<file path="config.mk">
export PLATFORM = sky130hd
export DESIGN_NAME = leader_scheduler
export DESIGN_NICKNAME = d
export VERILOG_FILES = /design/src/rtl/leader_scheduler_pkg.sv /design/src/rtl/leader_rr_next.sv /design/src/rtl/leader_scheduler.sv
export SDC_FILE = /design/constraint.sdc
export NUM_CORES = 1
export LEC_CHECK = 0
export CAP_MARGIN = 20
export CORE_UTILIZATION = 39
export CTS_CLUSTER_DIAMETER = 200
export DETAILED_ROUTE_END_ITERATION = 8
export PLACE_DENSITY = 0.81
export SLEW_MARGIN = 15
export SYNTH_ARGS = -nofsm -noshare
export SYNTH_HDL_FRONTEND = slang
export SYNTH_SLANG_ARGS = --single-unit
</file>
<file path="constraint.sdc">
create_clock -name clk -period 1.3 [get_ports clk]
set_input_delay 0.26 -clock clk [delete_from_list [all_inputs] [get_ports clk]]
set_output_delay 0.26 -clock clk [all_outputs]
set_load 0.005 [all_outputs]
</file>
<file path="src/rtl/leader_scheduler_pkg.sv">
`default_nettype none
// ============================================================================
// Module : leader_scheduler_pkg
// Brief  : State encodings and default sizing shared by the leader scheduler.
// Rev    : 1.0  initial release
// ============================================================================
package leader_scheduler_pkg;

    localparam logic [1:0] c_ST_IDLE   = 2'd0;
    localparam logic [1:0] c_ST_RUN    = 2'd1;
    localparam logic [1:0] c_ST_SEARCH = 2'd2;
    localparam logic [1:0] c_ST_STALL  = 2'd3;

    localparam int c_DEF_N_NODES  = 4;
    localparam int c_DEF_SLOT_LEN = 8;
    localparam int c_DEF_T_WIDTH  = 5;

endpackage
`default_nettype wire

</file>
<file path="src/rtl/leader_rr_next.sv">
`default_nettype none
// ============================================================================
// Module : leader_rr_next
// Brief  : Combinational round-robin successor, (idx + 1) mod N_NODES.
// Rev    : 1.0  initial release
// ============================================================================
module leader_rr_next #(
    parameter  int N_NODES = 4,
    localparam int LW      = $clog2(N_NODES)
) (
    input  logic [LW-1:0] idx,
    output logic [LW-1:0] idx_next
);

    generate
        if ((1 << LW) == N_NODES) begin : g_pow2
            // Natural binary overflow already wraps at N_NODES
            assign idx_next = idx + LW'(1);
        end else begin : g_npow2
            localparam logic [LW-1:0] c_LAST = LW'(N_NODES - 1);
            assign idx_next = (idx == c_LAST) ? '0 : idx + LW'(1);
        end
    endgenerate

endmodule
`default_nettype wire

</file>
<file path="src/rtl/leader_scheduler.sv">
`default_nettype none
// ============================================================================
// Module : leader_scheduler
// Brief  : Round-robin leader rotation driven by a tick-advanced time counter.
//          Dead-node skipping is built when LEADER_SCHEDULER_SKIP_DEAD_EN is
//          defined; otherwise a pure rotation with alive ignored.
// Rev    : 1.0  initial release
// ============================================================================
module leader_scheduler
    import leader_scheduler_pkg::*;
#(
    parameter  int N_NODES  = c_DEF_N_NODES,
    parameter  int SLOT_LEN = c_DEF_SLOT_LEN,
    parameter  int T_WIDTH  = c_DEF_T_WIDTH,
    localparam int LW       = $clog2(N_NODES)
) (
    input  logic               clk,
    input  logic               rst_n,
    input  logic               start,
    input  logic               stop,
    input  logic               tick,
    input  logic [N_NODES-1:0] alive,
    output logic [LW-1:0]      leader,
    output logic               leader_valid,
    output logic               leader_change,
    output logic [T_WIDTH-1:0] t_out,
    output logic               wrapped,
    output logic               none_alive
);

    localparam int            SW          = (SLOT_LEN > 1) ? $clog2(SLOT_LEN) : 1;
    localparam logic [SW-1:0] c_SLOT_LAST = SW'(SLOT_LEN - 1);

    logic [1:0]         r_state;
    logic [LW-1:0]      r_leader;
    logic [T_WIDTH-1:0] r_t;
    logic [SW-1:0]      r_slot;
    logic               r_change;
    logic               r_wrapped;

    logic [LW-1:0]      w_leader_next;
    logic               w_slot_end;

    leader_rr_next #(
        .N_NODES (N_NODES)
    ) u_rr_run (
        .idx      (r_leader),
        .idx_next (w_leader_next)
    );

    assign w_slot_end = tick && (r_slot == c_SLOT_LAST);

`ifdef LEADER_SCHEDULER_SKIP_DEAD_EN
    logic [LW-1:0] r_cand;
    logic [LW-1:0] r_miss;
    logic [LW-1:0] w_cand_next;
    localparam logic [LW-1:0] c_MISS_LAST = LW'(N_NODES - 1);

    leader_rr_next #(
        .N_NODES (N_NODES)
    ) u_rr_search (
        .idx      (r_cand),
        .idx_next (w_cand_next)
    );
`else
    logic w_unused_alive;
    assign w_unused_alive = ^alive;
`endif

    always_ff @(posedge clk or negedge rst_n) begin
        if (!rst_n) begin
            r_state   <= c_ST_IDLE;
            r_leader  <= '0;
            r_t       <= '0;
            r_slot    <= '0;
            r_change  <= 1'b0;
            r_wrapped <= 1'b0;
`ifdef LEADER_SCHEDULER_SKIP_DEAD_EN
            r_cand    <= '0;
            r_miss    <= '0;
`endif
        end else begin
            r_change  <= 1'b0;
            r_wrapped <= 1'b0;
            if (stop) begin
                // Leader and time freeze; any same-cycle tick is dropped
                r_state <= c_ST_IDLE;
            end else begin
                case (r_state)
                    c_ST_IDLE: begin
                        if (start) begin
                            r_t      <= '0;
                            r_slot   <= '0;
                            r_leader <= '0;
                            r_change <= (r_leader != '0);
`ifdef LEADER_SCHEDULER_SKIP_DEAD_EN
                            r_cand   <= '0;
                            r_miss   <= '0;
                            r_state  <= c_ST_SEARCH;
`else
                            r_state  <= c_ST_RUN;
`endif
                        end
                    end

                    c_ST_RUN: begin
                        if (tick) begin
                            r_t       <= r_t + T_WIDTH'(1);
                            r_wrapped <= &r_t;
                            if (w_slot_end) begin
                                r_slot <= '0;
`ifdef LEADER_SCHEDULER_SKIP_DEAD_EN
                                r_cand  <= w_leader_next;
                                r_miss  <= '0;
                                r_state <= c_ST_SEARCH;
`else
                                r_leader <= w_leader_next;
                                r_change <= 1'b1;
`endif
                            end else begin
                                r_slot <= r_slot + SW'(1);
                            end
                        end
                    end

`ifdef LEADER_SCHEDULER_SKIP_DEAD_EN
                    c_ST_SEARCH: begin
                        if (tick) begin
                            r_t       <= r_t + T_WIDTH'(1);
                            r_wrapped <= &r_t;
                        end
                        if (alive[r_cand]) begin
                            r_leader <= r_cand;
                            r_change <= (r_cand != r_leader);
                            r_state  <= c_ST_RUN;
                        end else begin
                            // Candidate keeps advancing so a stall resumes
                            // where this search first started looking
                            r_cand <= w_cand_next;
                            if (r_miss == c_MISS_LAST) begin
                                r_state <= c_ST_STALL;
                            end else begin
                                r_miss <= r_miss + LW'(1);
                            end
                        end
                    end

                    c_ST_STALL: begin
                        if (tick) begin
                            r_t       <= r_t + T_WIDTH'(1);
                            r_wrapped <= &r_t;
                        end
                        if (|alive) begin
                            r_miss  <= '0;
                            r_state <= c_ST_SEARCH;
                        end
                    end
`endif

                    default: r_state <= c_ST_IDLE;
                endcase
            end
        end
    end

    assign leader        = r_leader;
    assign leader_valid  = (r_state == c_ST_RUN);
    assign leader_change = r_change;
    assign t_out         = r_t;
    assign wrapped       = r_wrapped;
`ifdef LEADER_SCHEDULER_SKIP_DEAD_EN
    assign none_alive    = (r_state == c_ST_STALL);
`else
    assign none_alive    = 1'b0;
`endif

endmodule
`default_nettype wire
</file>
Word-level counts from Yosys, hierarchy flattened
Index checks and enable logic that the tools add are counted.
{ "totals": {"regBits": 14, "out_inout_bits": 11} }
{ "op_classes": {"addsub": 3, "eq_ne": 7, "mux": 22, "bitwise_logic": 1, "reduce_logical": 8} }
{ "ops": {"columns": ["cell", "count"], "rows": [
  ["$mux W2", 5],
  ["$mux W5", 2],
  ["$pmux W5 S2", 1],
  ["$reduce_and A5 Y1", 2],
  ["$mux W3", 3],
  ["$pmux W2 S2", 2],
  ["$mux W1", 7],
  ["$ne A2 B2 Y1 const B", 3],
  ["$pmux W3 S2", 1],
  ["$add A5 B1 Y5 const B", 1],
  ["$reduce_and A4 Y1", 1],
  ["$reduce_bool A2 Y1", 2],
  ["$add A3 B1 Y3 const B", 1],
  ["$eq A3 B3 Y1 const B", 1],
  ["$ne A3 B3 Y1 const B", 1],
  ["$add A2 B1 Y2 const B", 1],
  ["$eq A2 B1 Y1 const B", 1],
  ["$logic_not A2 Y1", 1],
  ["$ne A2 B1 Y1 const B", 1],
  ["$pmux W1 S2", 1],
  ["$reduce_and A2 Y1", 1],
  ["$logic_and A1 B1 Y1", 1],
  ["$not A1 Y1", 1]
]} }

Depth between registers and ports, before layout
Gate-level depths: netlist of the first run.
{ "depth": {"depth_word": 6, "ltp_mapped": 4, "depth_no_buf": 4} }

Hierarchy
From an unflattened synthesis of the first run, not the netlist that was laid out.
{ "unflattened": {"cells_unflattened": 65, "area_unflattened_um2": 693.2} }
{ "by_module_without_submodules": {"columns": ["module", "n_inst", "cells_each", "area_per_inst_um2", "seq_area_each_um2"], "rows": [
  ["leader_scheduler", 1, 63, 680.7, 325.3],
  ["leader_rr_next", 1, 2, 12.5, 0.0]
]} }

Worst setup path before layout of the first run
OpenSTA, ideal clock, no wires.
{ "synth_timing": {"path_kind": "reg-to-reg", "from": "reg r_t[0] (netlist: t_out[0])", "to": "reg r_t[4] (netlist: t_out[4])", "setup_ns": 0.121, "t_arrival_ns": 1.216, "required_time_ns": 1.179, "path_slack_ns": -0.037, "stages_incl_launch_ff": 5, "cell_sequence": "dfrtp_1 -> ha_1 -> and3_1 -> ha_1 -> a22o_1"} }
{ "synth_via": {"elab_chain_len": 3} }
{ "synth_rtl": {"columns": ["element", "line_no", "rtl"], "rows": [
  ["from (decl)", "leader_scheduler.sv:36", "logic [T_WIDTH-1:0] r_t;"],
  ["from (signal assigned)", "leader_scheduler.sv:108", "r_t <= r_t + T_WIDTH'(1);"],
  ["$add A5 B1 Y5", "leader_scheduler.sv:108", null],
  ["$mux W5", "leader_scheduler.sv:107", "if (tick) begin"],
  ["$pmux W5 S2", "leader_scheduler.sv:89", "case (r_state)"]
]} }
No other way between the ends. The select of a mux whose other input is x is not followed.
A chain may end at the register's enable or synchronous reset.

Final worst setup path of the first run
{ "layout_timing": {"from": "reg r_state[0]", "to": "reg r_t[3] (netlist: t_out[3])"} }
{ "layout_via": {"elab_chain_len": 3, "elab_cells_between_ends": 7} }
{ "layout_rtl": {"columns": ["element", "line_no", "rtl"], "rows": [
  ["from (decl)", "leader_scheduler.sv:34", "logic [1:0] r_state;"],
  ["from (signal assigned)", "leader_scheduler.sv:72", "r_state <= c_ST_IDLE;"],
  ["from (signal assigned)", "leader_scheduler.sv:87", "r_state <= c_ST_IDLE;"],
  ["from (signal assigned)", "leader_scheduler.sv:101", "r_state <= c_ST_RUN;"],
  ["$eq A2 B1 Y1 or $logic_not A2 Y1 (tied branches)", "leader_scheduler.sv:89", null],
  ["$ne A2 B2 Y1 (no source line) or $reduce_bool A2 Y1 (tied branches)", null, null],
  ["$reduce_and A4 Y1 (no source line)", null, null]
]} }
Parallel ways exist; a longest one is shown, timed or not.

==> flow_summary_export.csv, run 1 <==
group,metric,value,unit
route,drt_iter0_drc,6,
critical_path,end_kind,"register",
floorplan,initial_core_util,42.2,%
timing,fin_crit_sh,111,%
final_layout,num_antenna_cells,0,
route,via_per_inst,5.34,
power_and_ir_drop,cell_internal_pwr,656,uW
yosys,ys_warn_count,0,
flow_run,max_cap_viol_count,0,
power_and_ir_drop,swShare,24.9,%
timing,rsz0062_at_grt,"yes",
timing,finalHoldViolCount,0,
clocking,numCtsBuffers,3,
worst_hold_path,hp-class,"input pin to async pin",
yosys,synth_cell_types,26,
yosys,synth_nets,70,
clocking,ctsHoldBuffers,0,
floorplan,die-area,1800,um^2
placement,hpwl,897,um
power_and_ir_drop,p_comb_share,21.0,%
final_layout,mostFrequentLayoutCell,"dfrtp_1",
route,wl_per_cell,13.7,um
yosys,synth_top_area_share,51.2,%
clocking,htree_levels,1,
yosys,synth_ff_type,"dfrtp_1",
global_routing,grt_pass1_wl,2380,um
power_and_ir_drop,total_power,874,uW
timing,finalWorstSetupSlack,-0.140,ns
final_layout,area_growth,54.3,%
floorplan,ioPinCount,20,
global_routing,grt_pass1_vias,523,
final_layout,drive_gt1_share,37.6,%
floorplan,rows,14,
yosys,postSynth.asyncResetShare,100,%
power_and_ir_drop,switching_power,218,uW
clocking,cts_tree,"yes",
route,wl,1390,um
yosys,ys_seq_area_share,51.2,%
floorplan,dieWidth,42.4,um
power_and_ir_drop,powerDensity,891,nW/um^2
status,status,"finished with violations",
route,ant_nets,0,
floorplan,coreArea,1510,um^2
timing,min_period,1.44,ns
final_layout,fin_nets,100,
critical_path,crit_fanout,5,
timing,finClkSkew,0.00730,ns
critical_path,cp-start-kind,"register",
timing,setup_viol,10,
global_routing,gr-usage-all-layers,18.4,%
yosys,synth.area.top_cells,"dfrtp_1 51%, ha_1 9.8%, a22o_1 4.1%",
clocking,cts_num_sinks,13,
final_layout,layout_common_cells,"12 x dfrtp_1, 11 x buf_4, 8 x dlygate4sd2_1, 4 x inv_1, 4 x clkdlybuf4s50_1",
global_routing,antenna_found_initial,0,
yosys,synth_area,636,um^2
route,route.detailed.drc,0,
critical_path,critPathArrivalTime,1.65,ns
yosys,postSynthAreaPerCell,11.4,um^2
timing,slew_viol_final,0,
placement,dp.cells,88,
status,violations,"setup timing",
power_and_ir_drop,p_seq_share,50.9,%
clocking,clk_pin_slew,0.08,ns
final_layout,finalNonFillerCells,101,
route,via_count,539,
placement,place_ws,-0.316,ns
floorplan,die_h,42.4,um
clocking,clock-root-buffer,"clkbuf_4",
power_and_ir_drop,vdd_drop_max,859,uV
yosys,synth_seq_cells,13,
global_routing,grt_max_degree,14,
power_and_ir_drop,p_leak,0.504,nW
placement,place.gp.congestion,0.727,
yosys,synth_top_cell_by_area,"dfrtp_1",
yosys,synthCells,56,
global_routing,gr-total-overflow,0,
timing,fmax,694,MHz
power_and_ir_drop,clock_power_share,28.2,%
route,dr.pass1.iters,3,
critical_path,critPathKind,"register to register",
clocking,clock_latency,0.28,ns
yosys,synth_edf_count,0,
critical_path,worstPathRequired,1.51,ns
clocking,clockBufferDepth,2,
placement,io_buffers,14,
==> cells by family after synthesis <==
logic type	Yosys count	synth area share [%]
AO/OA/AOI/OAI	11	13.2
adder cells (fa/ha/maj)	5	9.84
buffers and inverters	7	4.92
flip-flops	13	51.2
multiplexers	3	4.92
other	1	0.590
AND/OR/NAND/NOR	16	15.4
==> final cells by class <==
| class | count | area (um^2) |
|---|---|---|
| clock buffers | 4 | 26.3 |
| fillers | 124 | 526 |
| inverters | 4 | 15.0 |
| multi-input cells | 36 | 343 |
| flip-flops and latches | 13 | 327 |
| well taps | 16 | 20.0 |
| repair buffers | 28 | 250 |
==> power by group through the flow <==
stage          Combinational (mW)  Sequential (mW)  Clock, mW
5_1_grt                     0.204            0.447      0.272
6_report                    0.183            0.445      0.246
3_5_place_dp                0.138            0.453          0
4_1_cts                     0.172            0.443      0.255
2_1_floorplan              0.0545            0.456          0
3_3_place_gp                0.134            0.452          0
==> worst paths after layout <==
| kind | slack [ns] | cells past startpoint | endpoint | from |
|---|---|---|---|---|
| worst max-delay path | -0.14 | 4 | t_out[3]$_DFFE_PN0P_ | r_state[0]$_DFFE_PN0P_ |
| worst min-delay path | 0.28 | 2 | r_state[0]$_DFFE_PN0P_ | rst_n |
| worst max register to register | -0.14 | 4 | t_out[3]$_DFFE_PN0P_ | r_state[0]$_DFFE_PN0P_ |
| worst min register to register | 0.51 | 1 | r_slot[1]$_DFFE_PN0P_ | r_slot[1]$_DFFE_PN0P_ |
| max in group asynchronous | 0.85 | 2 | r_state[0]$_DFFE_PN0P_ | rst_n |
| min in group clk | 0.51 | 1 | r_slot[1]$_DFFE_PN0P_ | r_slot[1]$_DFFE_PN0P_ |
==> per-layer routing <==
metal	vias to the layer above	track usage [%]	wire [um]
met5	-	0	0
met4	0	5.63	21
met3	5	7.76	61
met2	11	32.6	732
met1	266	19.6	570
li1	257	-	-
==> sequential cells by signal (all words and copies together), names as in the netlist <==
register	flops
t_out	5
r_state	1
leader_change	1
r_slot	3
leader	2
wrapped	1
==> synthesized netlist by cell type (2+ instances only) <==
master / instances
a21oi_1: 3
a22o_1: 3
a32o_1: 2
dfrtp_1: 13
ha_1: 5
inv_1: 4
mux2i_1: 2
nand2_1: 3
nor2_1: 2
nor3b_1: 2
or4_1: 2
==> stage by stage <==
step	hold slack [ns]	cell area, um^2	setup TNS (ns)	util (%)
after floorplan	-0.0356	644	-0.0206	-
after global placement	0.483	825	-2.98	54.7
after detailed placement	0.491	825	-3.11	54.7
after CTS	0.280	950	-0.625	63.0
after global routing	0.309	981	-1.34	65.1
final	0.279	981	-0.816	65.1
==> what timing repair did <==
item,4_1_cts,5_1_grt
endpoints found under the setup margin,16,12
pin swaps,6,3
buffers inserted,8,1
gates resized for setup,17,8
==> critical path, stage by stage (launching register included) <==
cell and delay (ns):
dfrtp_2 0.43, buf_12 0.14, mux2i_4 0.19, or4_4 0.48, a21oi_2 0.12
(Power assumes the default switching activity.)
==> run 2, diff against run 1 <==
Settings changed: CAP_MARGIN 20 to 25, CORE_UTILIZATION 39 to 40, SYNTH_HIERARCHICAL set to 1.
==> run 2 against run 1 <==
Net effect:
- the run ends with DRC, setup timing left
- cell count increased by 20%
- sequential power increased by 12%
- core utilization increased by 8.7 points
- register-to-register slack about the same
- sequential cell count unchanged
- clock skew increased by 0.0017 ns
- die area increased by 6.0%
==> flow_summary_export.csv, run 2 <==
group,metric,value,unit
status,status,"finished with violations",
status,violations,"DRC, setup timing",
yosys,synth_cell_types,30,
timing,finClkSkew,0.00898,ns
critical_path,rrSetupSlack,-0.14,ns
yosys,synth.top_cells.by_count,"13 x dfrtp_1, 9 x a22o_1, 6 x inv_1, 4 x ha_1, 3 x o21ai_0",
timing,fmax,695,MHz
yosys,synth_top_cell_by_area,"dfrtp_1",
power_and_ir_drop,p_leak,0.588,nW
route,wl,1940,um
timing,slew_viol_final,0,
timing,setup_viol,4,
timing,fin_crit_sh,111,%
final_layout,largest_reg_flops,5,
yosys,ys_warn_count,6,
placement,place_ws,-0.298,ns
global_routing,antenna_found_initial,0,
clocking,numCtsBuffers,3,
yosys,synth_ff_type,"dfrtp_1",
critical_path,critPathArrivalTime,1.61,ns
yosys,synthCells,65,
critical_path,crit_fanout,2,
critical_path,worst-r2r-cell-count,5,
route,dr.pass1.iters,6,
floorplan,initial_core_util,44.5,%
floorplan,coreArea,1560,um^2
critical_path,r2r-end,"t_out[4]$_DFFE_PN0P_",
power_and_ir_drop,vdd_drop_max,621,uV
yosys,synth_edf_count,0,
clocking,clockBufferDepth,2,
placement,hpwl,1270,um
route,via_count,689,
critical_path,cp-start-kind,"register",
yosys,postSynth.asyncResetShare,100,%
final_layout,layout_common_cells,"22 x buf_4, 12 x dfrtp_1, 9 x a22o_1, 6 x inv_1, 5 x dlygate4sd2_1",
floorplan,die-area,1900,um^2
route,drt_iter0_drc,9,
power_and_ir_drop,powerDensity,1140,nW/um^2
route,ant_nets,0,
timing,finalHoldViolCount,0,
timing,finalWorstSetupSlack,-0.139,ns
yosys,synth_seq_cells,13,
worst_hold_path,hp-class,"input pin to async pin",
placement,io_buffers,14,
yosys,synth_top_area_share,46.9,%
final_layout,area_growth,66.1,%
final_layout,ff_latch_area,327,um^2
floorplan,rows,14,
final_layout,num_antenna_cells,0,
clocking,cts_num_sinks,13,
global_routing,gr-usage-all-layers,23.6,%
critical_path,regToRegStartpoint,"t_out[0]$_DFFE_PN0P_",
route,wl_per_cell,16.0,um
global_routing,grt_pass1_wl,3260,um
critical_path,critPathKind,"register to register",
yosys,synth_most_common_cell,"dfrtp_1",
route,route.detailed.drc,1,
clocking,clock-root-buffer,"clkbuf_4",
critical_path,worstPathRequired,1.47,ns
timing,min_period,1.44,ns
final_layout,drive_gt1_share,46.7,%
final_layout,fin_nets,119,
critical_path,end_kind,"register",
final_layout,multi_input_area,433,um^2
timing,whs,0.272,ns
clocking,clock_latency,0.29,ns
floorplan,ioPinCount,20,
floorplan,dieWidth,43.6,um
floorplan,die_h,43.6,um
global_routing,gr-total-overflow,0,
yosys,ys_seq_area_share,46.9,%
yosys,synth.area.top_cells,"dfrtp_1 47%, a22o_1 11%, ha_1 7.2%",
route,via_per_inst,5.69,
flow_run,max_cap_viol_count,0,
final_layout,n_fill_cell,102,
global_routing,grt_pass1_vias,735,
timing,rsz0062_at_grt,"yes",
yosys,postSynthAreaPerCell,10.7,um^2
power_and_ir_drop,total_power,1.32,mW
clocking,clk_pin_slew,0.09,ns
placement,place.gp.congestion,0.819,
yosys,synth_area,693,um^2
final_layout,mostFrequentLayoutCell,"buf_4",
clocking,cts_tree,"yes",
yosys,synth_nets,78,
global_routing,grt_max_degree,14,
clocking,htree_levels,1,
[run 2: cell count changes after synthesis, moves of 2 or more]
| cell | delta |
|---|---|
| a22o_1 | +6 |
| o21ai_0 | +3 |
| a21oi_1 | -2 |
| a32o_1 | -2 |
| inv_1 | +2 |
| or4_1 | -2 |
[run 2: layer usage]
metal	up-vias	GRT usage (%)	part of all wire, %
met1	347	27.4	43
met5	-	0	0
met2	16	39.7	53
met3	6	5.00	2.8
met4	0	13.8	1.6
li1	320	-	-
[run 2: repair_timing]
item,in CTS,in global routing
hold buffers,0,0
buffers inserted,5,4
pin swaps,7,5
endpoints found under the setup margin,16,15
resized for setup,34,12
[run 2: how the worst max path moves through the flow]
stage	startpoint	endpoint	cells after the start
3_5_place_dp	tick	leader[0]$_DFFE_PN0P_	4
4_1_cts	t_out[0]$_DFFE_PN0P_	t_out[4]$_DFFE_PN0P_	5
5_1_grt	t_out[1]$_DFFE_PN0P_	t_out[4]$_DFFE_PN0P_	5
6_report	t_out[0]$_DFFE_PN0P_	t_out[4]$_DFFE_PN0P_	5
2_1_floorplan	t_out[0]$_DFFE_PN0P_	t_out[4]$_DFFE_PN0P_	5
3_3_place_gp	tick	leader[0]$_DFFE_PN0P_	4
[run 2: logic make-up after synthesis]
logic type	count (synthesis)	synth area share [%]
AO/OA/AOI/OAI	19	21.5
AND/OR/NAND/NOR	15	12.5
XOR/XNOR	1	1.26
adder cells (fa/ha/maj)	4	7.22
buffers and inverters	9	5.59
multiplexers	3	4.51
other	1	0.541
flip-flops	13	46.9
[run 2: metrics by stage]
step | instances | cell area (um^2) | utilization (%) | setup TNS [ns]
2_1_floorplan | 65 | 696 | - | -0.190
3_3_place_gp | 109 | 967 | 62.0 | -2.53
3_5_place_dp | 109 | 967 | 62.0 | -3.01
4_1_cts | 117 | 1100 | 70.3 | -0.271
5_1_grt | 121 | 1150 | 73.8 | -0.566
6_report | 121 | 1150 | 73.8 | -0.248
[run 2: cell type report]
cell class / instances / area share (%)
well taps: 16 / 1.74
repair buffers: 39 / 28.0
inverters: 6 / 1.96
flip-flops and latches: 13 / 28.4
clock buffers: 4 / 2.28
multi-input cells: 43 / 37.6
[run 2: power by group]
part | switching [mW] | internal, mW | leakage, nW
logic | 0.239 | 0.314 | 0.400
registers | 0.0342 | 0.465 | 0.173
clock network | 0.146 | 0.119 | 0.0150
[run 2: worst max-delay path, cell delays in order, from the launching register on]
cell	delay, ns
dfrtp_1	0.40
ha_2	0.19
and3_4	0.16
ha_4	0.20
a22o_1	0.17
a22o_1	0.20
